--- src/rtl/mem_stage.sv ---
// mem_stage: RV32 memory-access stage. Runs loads/stores over a
// single-outstanding req/ack data port, aligns/extends load data, stalls
// upstream while an access is pending and registers the MEM/WB fence.
module mem_stage (
    input  logic        clk,
    input  logic        rst,
    input  logic        valid_ex,
    input  logic [31:0] alu_res_ex,
    input  logic [31:0] store_data_ex,
    input  logic [2:0]  mem_width_ex,
    input  logic        MemToReg_ex,
    input  logic        MemWrite_ex,
    input  logic        RegWrite_ex,
    input  logic [4:0]  rdn_ex,
    output logic        stall_mem,
    output logic        dmem_req,
    output logic        dmem_we,
    output logic [31:0] dmem_addr,
    output logic [3:0]  dmem_be,
    output logic [31:0] dmem_wdata,
    input  logic        dmem_ack,
    input  logic [31:0] dmem_rdata,
    output logic        valid_wb,
    output logic        RegWrite_wb,
    output logic [4:0]  rdn_wb,
    output logic [31:0] result_wb,
    output logic        mem_err_wb
);

    localparam logic [0:0] S_IDLE = 1'b0;
    localparam logic [0:0] S_BUSY = 1'b1;

    logic [0:0]  r_state;
    logic        r_req;
    logic        r_we;
    logic [29:0] r_word;
    logic [1:0]  r_lane;
    logic [3:0]  r_be;
    logic [31:0] r_wdata;
    logic [2:0]  r_width;
    logic [4:0]  r_rdn;
    logic        r_regwrite;

    logic        r_valid_wb;
    logic        r_regwrite_wb;
    logic [4:0]  r_rdn_wb;
    logic [31:0] r_result_wb;
    logic        r_err_wb;

    logic        w_is_mem;
    logic        w_bad_width;
    logic        w_misalign;
    logic        w_fault;
    logic        w_accept;

    // Byte enables: one lane for bytes, two adjacent lanes for halves
    function automatic logic [3:0] f_be(input logic [2:0] width, input logic [1:0] lane);
        case (width[1:0])
            2'b00:   f_be = 4'b0001 << lane;
            2'b01:   f_be = 4'b0011 << lane;
            default: f_be = 4'b1111;
        endcase
    endfunction

    // Store data replicated across every lane so the memory can pick any
    function automatic logic [31:0] f_wdata(input logic [2:0] width, input logic [31:0] data);
        case (width[1:0])
            2'b00:   f_wdata = {4{data[7:0]}};
            2'b01:   f_wdata = {2{data[15:0]}};
            default: f_wdata = data;
        endcase
    endfunction

    // Pick the addressed byte/half from the load word and extend it
    function automatic logic [31:0] f_load(input logic [2:0] width, input logic [1:0] lane,
                                           input logic [31:0] rdata);
        logic [7:0]  b;
        logic [15:0] h;
        b = rdata[{lane, 3'b000} +: 8];
        h = rdata[{lane[1], 4'b0000} +: 16];
        case (width)
            3'b000:  f_load = {{24{b[7]}}, b};
            3'b100:  f_load = {24'd0, b};
            3'b001:  f_load = {{16{h[15]}}, h};
            3'b101:  f_load = {16'd0, h};
            default: f_load = rdata;
        endcase
    endfunction

    // Classify the EX instruction: memory op, fault, or accepted access
    always_comb begin
        w_is_mem    = valid_ex & (MemToReg_ex | MemWrite_ex);
        w_bad_width = (mem_width_ex == 3'b011) | (mem_width_ex == 3'b110) |
                      (mem_width_ex == 3'b111);
        w_misalign  = ((mem_width_ex[1:0] == 2'b01) & alu_res_ex[0]) |
                      ((mem_width_ex == 3'b010) & (alu_res_ex[1:0] != 2'b00));
        w_fault     = w_bad_width | w_misalign;
        w_accept    = (r_state == S_IDLE) & w_is_mem & ~w_fault;
        stall_mem   = ~rst & (w_accept | ((r_state == S_BUSY) & ~dmem_ack));
    end

    // FSM and registered bus outputs; held stable for the whole access
    always_ff @(posedge clk or posedge rst) begin
        if (rst) begin
            r_state    <= S_IDLE;
            r_req      <= 1'b0;
            r_we       <= 1'b0;
            r_word     <= '0;
            r_lane     <= '0;
            r_be       <= '0;
            r_wdata    <= '0;
            r_width    <= '0;
            r_rdn      <= '0;
            r_regwrite <= 1'b0;
        end else if (r_state == S_IDLE) begin
            if (w_accept) begin
                r_state    <= S_BUSY;
                r_req      <= 1'b1;
                r_we       <= MemWrite_ex;
                r_word     <= alu_res_ex[31:2];
                r_lane     <= alu_res_ex[1:0];
                r_be       <= f_be(mem_width_ex, alu_res_ex[1:0]);
                r_wdata    <= f_wdata(mem_width_ex, store_data_ex);
                r_width    <= mem_width_ex;
                r_rdn      <= rdn_ex;
                r_regwrite <= RegWrite_ex & ~MemWrite_ex & (rdn_ex != 5'd0);
            end
        end else if (dmem_ack) begin
            r_state <= S_IDLE;
            r_req   <= 1'b0;
        end
    end

    // MEM/WB fence: pass-through, fault retire, or access completion
    always_ff @(posedge clk or posedge rst) begin
        if (rst) begin
            r_valid_wb    <= 1'b0;
            r_regwrite_wb <= 1'b0;
            r_rdn_wb      <= '0;
            r_result_wb   <= '0;
            r_err_wb      <= 1'b0;
        end else if (r_state == S_BUSY) begin
            r_valid_wb <= dmem_ack;
            if (dmem_ack) begin
                r_regwrite_wb <= r_regwrite;
                r_rdn_wb      <= r_rdn;
                r_result_wb   <= r_we ? {r_word, r_lane} : f_load(r_width, r_lane, dmem_rdata);
                r_err_wb      <= 1'b0;
            end
        end else if (valid_ex & ~w_accept) begin
            // Any memory op that was not accepted here is a faulted one
            r_valid_wb    <= 1'b1;
            r_regwrite_wb <= RegWrite_ex & ~w_is_mem & (rdn_ex != 5'd0);
            r_rdn_wb      <= rdn_ex;
            r_result_wb   <= alu_res_ex;
            r_err_wb      <= w_is_mem;
        end else begin
            r_valid_wb <= 1'b0;
        end
    end

    assign dmem_req    = r_req;
    assign dmem_we     = r_we;
    assign dmem_addr   = {r_word, 2'b00};
    assign dmem_be     = r_be;
    assign dmem_wdata  = r_wdata;
    assign valid_wb    = r_valid_wb;
    assign RegWrite_wb = r_regwrite_wb;
    assign rdn_wb      = r_rdn_wb;
    assign result_wb   = r_result_wb;
    assign mem_err_wb  = r_err_wb;

endmodule

--- config.mk ---
export PLATFORM = sky130hd
export DESIGN_NAME = mem_stage
export DESIGN_NICKNAME = d
export VERILOG_FILES = /design/src/rtl/mem_stage.sv
export SDC_FILE = /design/constraint.sdc
export NUM_CORES = 1
export LEC_CHECK = 0
export ABC_CLOCK_PERIOD_IN_PS = 11000
export BUFFER_PORTS_ARGS = -buffer_cell sky130_fd_sc_hd__buf_2
export CAP_MARGIN = 5
export CORE_MARGIN = 1
export CORE_UTILIZATION = 50
export DETAILED_ROUTE_END_ITERATION = 10
export PLACE_DENSITY = 0.8
export SYNTH_ARGS = -nofsm -noshare
export SYNTH_HDL_FRONTEND = slang
export SYNTH_SLANG_ARGS = --single-unit
--- constraint.sdc ---
create_clock -name clk -period 11 [get_ports clk]
set_input_delay 2.2 -clock clk [delete_from_list [all_inputs] [get_ports clk]]
set_output_delay 2.2 -clock clk [all_outputs]
set_load 0.02 [all_outputs]
-- Yosys cells after proc, flatten, opt, wreduce, memory -nomap -nowiden
Cells that the tools add are included.
- bits in registers: 120
- bits of input ports: 111
- output and inout port bits: 111
- logic and storage cells: 85
- equal/unequal tests: 9
- shift-type cells: 4
- multiplexer cells: 23
- bitwise logic cells: 25
- reductions and logical operators: 9
- operator list (operator ; number):
    32-bit 2-to-1 mux ; 4
    32-bit case mux with 4 select lines ; 1
    32-bit case mux with 2 select lines ; 1
    32-bit by 6-bit indexed part select with 16-bit output ; 1
    32-bit by 6-bit indexed part select with 8-bit output ; 1
    5-bit 2-to-1 mux ; 3
    1-bit 2-to-1 mux ; 13
    1-bit bitwise AND ; 12
    3-bit equality test, second input constant ; 4
    4-bit case mux with 2 select lines ; 1
    1-bit inverter ; 7
    3-bit by 2-bit equality test with 1-bit output, second input constant ; 2
    1-bit OR ; 6
    2-bit AND reduction ; 3
    2-bit nonzero test ; 3
    5-bit nonzero test ; 1
    1-bit by 2-bit left shift with 4-bit output, first input constant ; 1
    2-bit by 2-bit left shift with 4-bit output, first input constant ; 1
    3-bit by 1-bit equality test with 1-bit output, second input constant ; 1
    3-bit zero test ; 1
    2-bit by 1-bit equality test with 1-bit output, second input constant ; 1
    2-bit zero test ; 1
    2-bit != test, second input constant ; 1

-- Longest topological paths before layout
- depth in word-level cells: 10
- gate-level depth with buffers: 9
- gate-level depth less buffers: 5

-- Worst setup path after synthesis
No wires, ideal clock.
- path kind: input to output
- start point: in rst
- end point: out stall_mem
- arrival time: 5170 ps
- required time: 8800 ps
- setup slack: 3630 ps
- stages: 2
- buffers on the path: 0
- path through: inv_1 and2_1
- longest elaborated chain between the ends: 2
- RTL lines (what ; RTL line ; source):
    start: declaration ; 6 ; input logic rst,
    1-bit inverter ; 99 ; stall_mem = ~rst & (w_accept | ((r_state == S_BUSY) & ~dmem_ack));
    1-bit bitwise AND ; 99 ;
    end: declaration ; 15 ; output logic stall_mem,
Every way passes these cells.

-- Worst setup path after layout
- start point: in mem_width_ex[1]
- end point: out stall_mem
- longest elaborated chain between the ends: 8
- elaborated cells on any way between the ends: 15
- those cells by class: eq/ne (5); bitwise (10)
- RTL lines (what ; RTL line ; source):
    start: declaration ; 10 ; input logic [2:0] mem_width_ex,
    3-bit by 2-bit equality test with 1-bit output, or another cell as far along ; 93 ; w_bad_width = (mem_width_ex == 3'b011) | (mem_width_ex == 3'b110) |
    1-bit OR, or another cell as far along ; 93 ;
    1-bit OR, on equally long branches ; 93, 95 ;
    1-bit OR * ; 97 ; w_fault = w_bad_width | w_misalign;
    1-bit inverter * ; 98 ; w_accept = (r_state == S_IDLE) & w_is_mem & ~w_fault;
    1-bit bitwise AND * ; 98 ;
    1-bit OR * ; 99 ;
    1-bit bitwise AND * ; 99 ;
Mark *: on every way between the ends. The rest lies on a longest branch, timed or not.

==> summary.md <==
| Metric | Value |
|---|---|
| Share of cells above drive strength 1 | `0.3573` |
| Full die area | `12,800 µm²` |
| Inst Count DP | `963` |
| FP Rows | `40` |
| Post-Syn Area | `6175 µm²` |
| Commonest non-fill, non-tap cells in the layout | `219 x buf_2, 119 x dfrtp_1, 108 x nand2_1` |
| Leakage power | `between 0.003 and 0.004 µW` |
| Fmax | `146.5 MHz` |
| Area grow syn2layout | `27.64%` |
| Slew Limit Fails | `0` |
| CTS tree | `yes` |
| Setup TNS | `0 ps` |
| WHS Path Cells | `2` |
| Port Buffers | `between 200 and 250` |
| Num CTS Buffers | `17` |
| Hold Path Class | `flop to flop` |
| Status | `complete, no violations` |
| WL/cell | `17.79 µm` |
| Hold wc startpoint | `dmem_wdata[23]` |
| DR DRC count | `0` |
| Vias per cell | `~5.7` |
| Most common cell after layout, fill and taps aside | `buf_2` |
| Rel. slew slack | `0.3291` |
| Global placer's final weighted congestion | `between 0.8 and 0.9` |
| Largest net degree at the start of global routing | `78` |
| Core area | `12,010 µm²` |
| Minimum hold slack | `roughly 470 ps` |
| Register-to-Register Path Depth | `7` |
| First-pass GRT wire length | `28,400 µm` |
| Initial antenna violation count | `0` |
| Die H | `approximately 110 µm` |
| Register area share after synthesis | `0.4863` |
| Initial Utilization | `0.5141` |
| Post-synthesis area per instance | `9.678 µm²` |
| Final hold vios | `0` |
| Fin crit share | `0.6206` |
| Setup violators final | `0` |
| EDFF count, synth | `0` |
| Post-CTS Setup Inserts | `0` |
| Worst r2r dst | `result_wb[21]` |
| Ports | `~220` |
| Non-Filler Instances | `995` |
| Endpoint, Worst Hold | `dmem_wdata[23]` |
| Crit path DAT | `4630 ps` |
| CP Max Fanout | `77` |
| Worst r2r src | `r_state` |
| Vias in the first global route | `roughly 5.6k` |
| Clock sink total | `120` |
| DP Wirelength | `12,360 µm` |
| CP startpoint kind | `input port` |
| Min cycle time layout | `6826 ps` |
| Htree depth | `4` |
| Number of max-cap violations | `0` |
| Final wirelength | `17,700 µm` |
| Total track usage | `0.2907` |
| Max VDD drop | `roughly 0.14 mV` |
| N_diodes | `0` |
| Synth unique cells | `50` |
| YS warnings | `0` |
| Post-CTS Hold Fix Bufs | `0` |
| Longest Clk Path Bufs | `2` |
| Reg2Reg Setup Slack | `8210 ps` |
| Post-Syn Instances | `638` |
| Clock Tree Root | `clkbuf_16` |
| Async SR Flop Fraction | `1.000` |
| PwrDens | `239.4 nW/µm²` |
| Resized cells post-CTS | `0` |
| Nature of the critical path endpoint | `primary output` |
| Die Span X | `113.1 µm` |
| Synth Flop Type | `dfrtp_1` |
| Yosys reg bits | `120` |
| DRT iter0 DRCs | `452` |
| Clk pin slew, worst setup/hold paths | `approximately 50 ps` |
| Pre-antenna DRT Iters | `7` |
| Clock latency on the worst-skew pair | `approximately 420 ps` |
| Via count | `5,673` |
| Routed Antenna Nets | `0` |
| CP required | `about 8800 ps` |
| Worst Path Class, Setup | `input port to primary output` |
| Number of nets in the layout | `946` |
| GR Overflow Total | `0` |
| RSZ-0062 raised after global routing | `no` |
| Skew final | `between 6 and 7 ps` |
| Tightest Pin Transition | `approximately 1000 ps` |
[cells by family after synthesis]
| group | after synthesis | share of synthesized area |
|---|---|---|
| mux | 83 | 0.1425 |
| flops | 120 | 0.4863 |
| simple gates | 206 | 0.1481 |
| other cells | 1 | 0.0006073 |
| buf+inv | 69 | 0.05491 |
| compound gates | 159 | 0.1676 |
[power by group]
| part | leakage, µW | internal, µW | total, µW | switching, µW |
|---|---|---|---|---|
| logic | 0.00218 | 238 | 639 | 401 |
| clock network | 0.000302 | 375 | 576 | 201 |
| registers | 0.00145 | 575 | 672 | 97.6 |
| total | 0.00393 | 1190 | 1890 | 699 |
[layout make-up]
type	count	area, µm²
Inverter	20	77.57
Fill cell	984	4130
Tap cell	147	183.9
Clock buffer	17	425.4
Timing Repair Buffer	226	1149
Clock inverter	15	183.9
Sequential cell	120	3004
Multi-Input combinational cell	450	2858
[state kept, by name, indices dropped and copies added, names as in the netlist, 2 cells and up]
name	flops
dmem_be	4
dmem_wdata	32
r_lane	2
r_rdn	5
r_width	3
r_word	30
rdn_wb	5
result_wb	32
[synth_stat cells, types with 3 or more instances]
cell	n	share of area
o221ai_1	11	0.016
a22oi_1	3	0.0036
o311ai_0	4	0.0057
o21ai_0	37	0.030
a221oi_1	8	0.011
buf_2	22	0.018
clkbuf_1	18	0.011
buf_6	5	0.0091
nor3_1	7	0.0057
mux2_2	31	0.057
mux2i_1	50	0.081
o21ai_1	15	0.012
o22ai_1	4	0.0041
nand2b_1	6	0.0061
nor2b_1	18	0.018
o211ai_1	14	0.017
a21o_1	6	0.0073
nand2_1	108	0.066
dfrtp_1	120	0.49
a21oi_1	36	0.029
buf_4	4	0.0049
a311oi_1	6	0.0085
nor2_1	51	0.031
inv_1	18	0.011
a31oi_1	3	0.0030
[metrics by stage]
stage            util  total power [µW]  setup slack [ps]  cell area, µm²
3_5_place_dp   0.6054              1314              4155            7272
4_1_cts        0.6561              1895              4161            7881
5_1_grt        0.6561              1985              3937            7881
6_report       0.6561              1887              4174            7881
3_3_place_gp   0.6054              1301              4231            7272
2_1_floorplan       -              1090              3631            6178
[worst max path at each step]
stage                    start   endpoint  slack (ps)
2_1_floorplan              rst  stall_mem        3630
3_3_place_gp   mem_width_ex[1]  stall_mem        4230
3_5_place_dp   mem_width_ex[1]  stall_mem        4150
4_1_cts        mem_width_ex[1]  stall_mem        4160
5_1_grt        mem_width_ex[1]  stall_mem        3940
6_report       mem_width_ex[1]  stall_mem        4170
[critical path, stage by stage]
cell      delay (ps)
buf_2            450
nor2_4           170
a211oi_2         460
or2_2            190
buf_4            590
o21ai_1          180
and2_1           210
buf_2            160
[per-layer routing]
metal / up-vias / wire, µm / global-route usage
met3: 39 / 1552 / 0.08409
met5: - / 0 / 0
li1: 2643 / - / -
met1: 2698 / 7227 / 0.3532
met2: 293 / 8447 / 0.4765
met4: 0 / 472 / 0.1404
(Power assumes the default switching activity.)
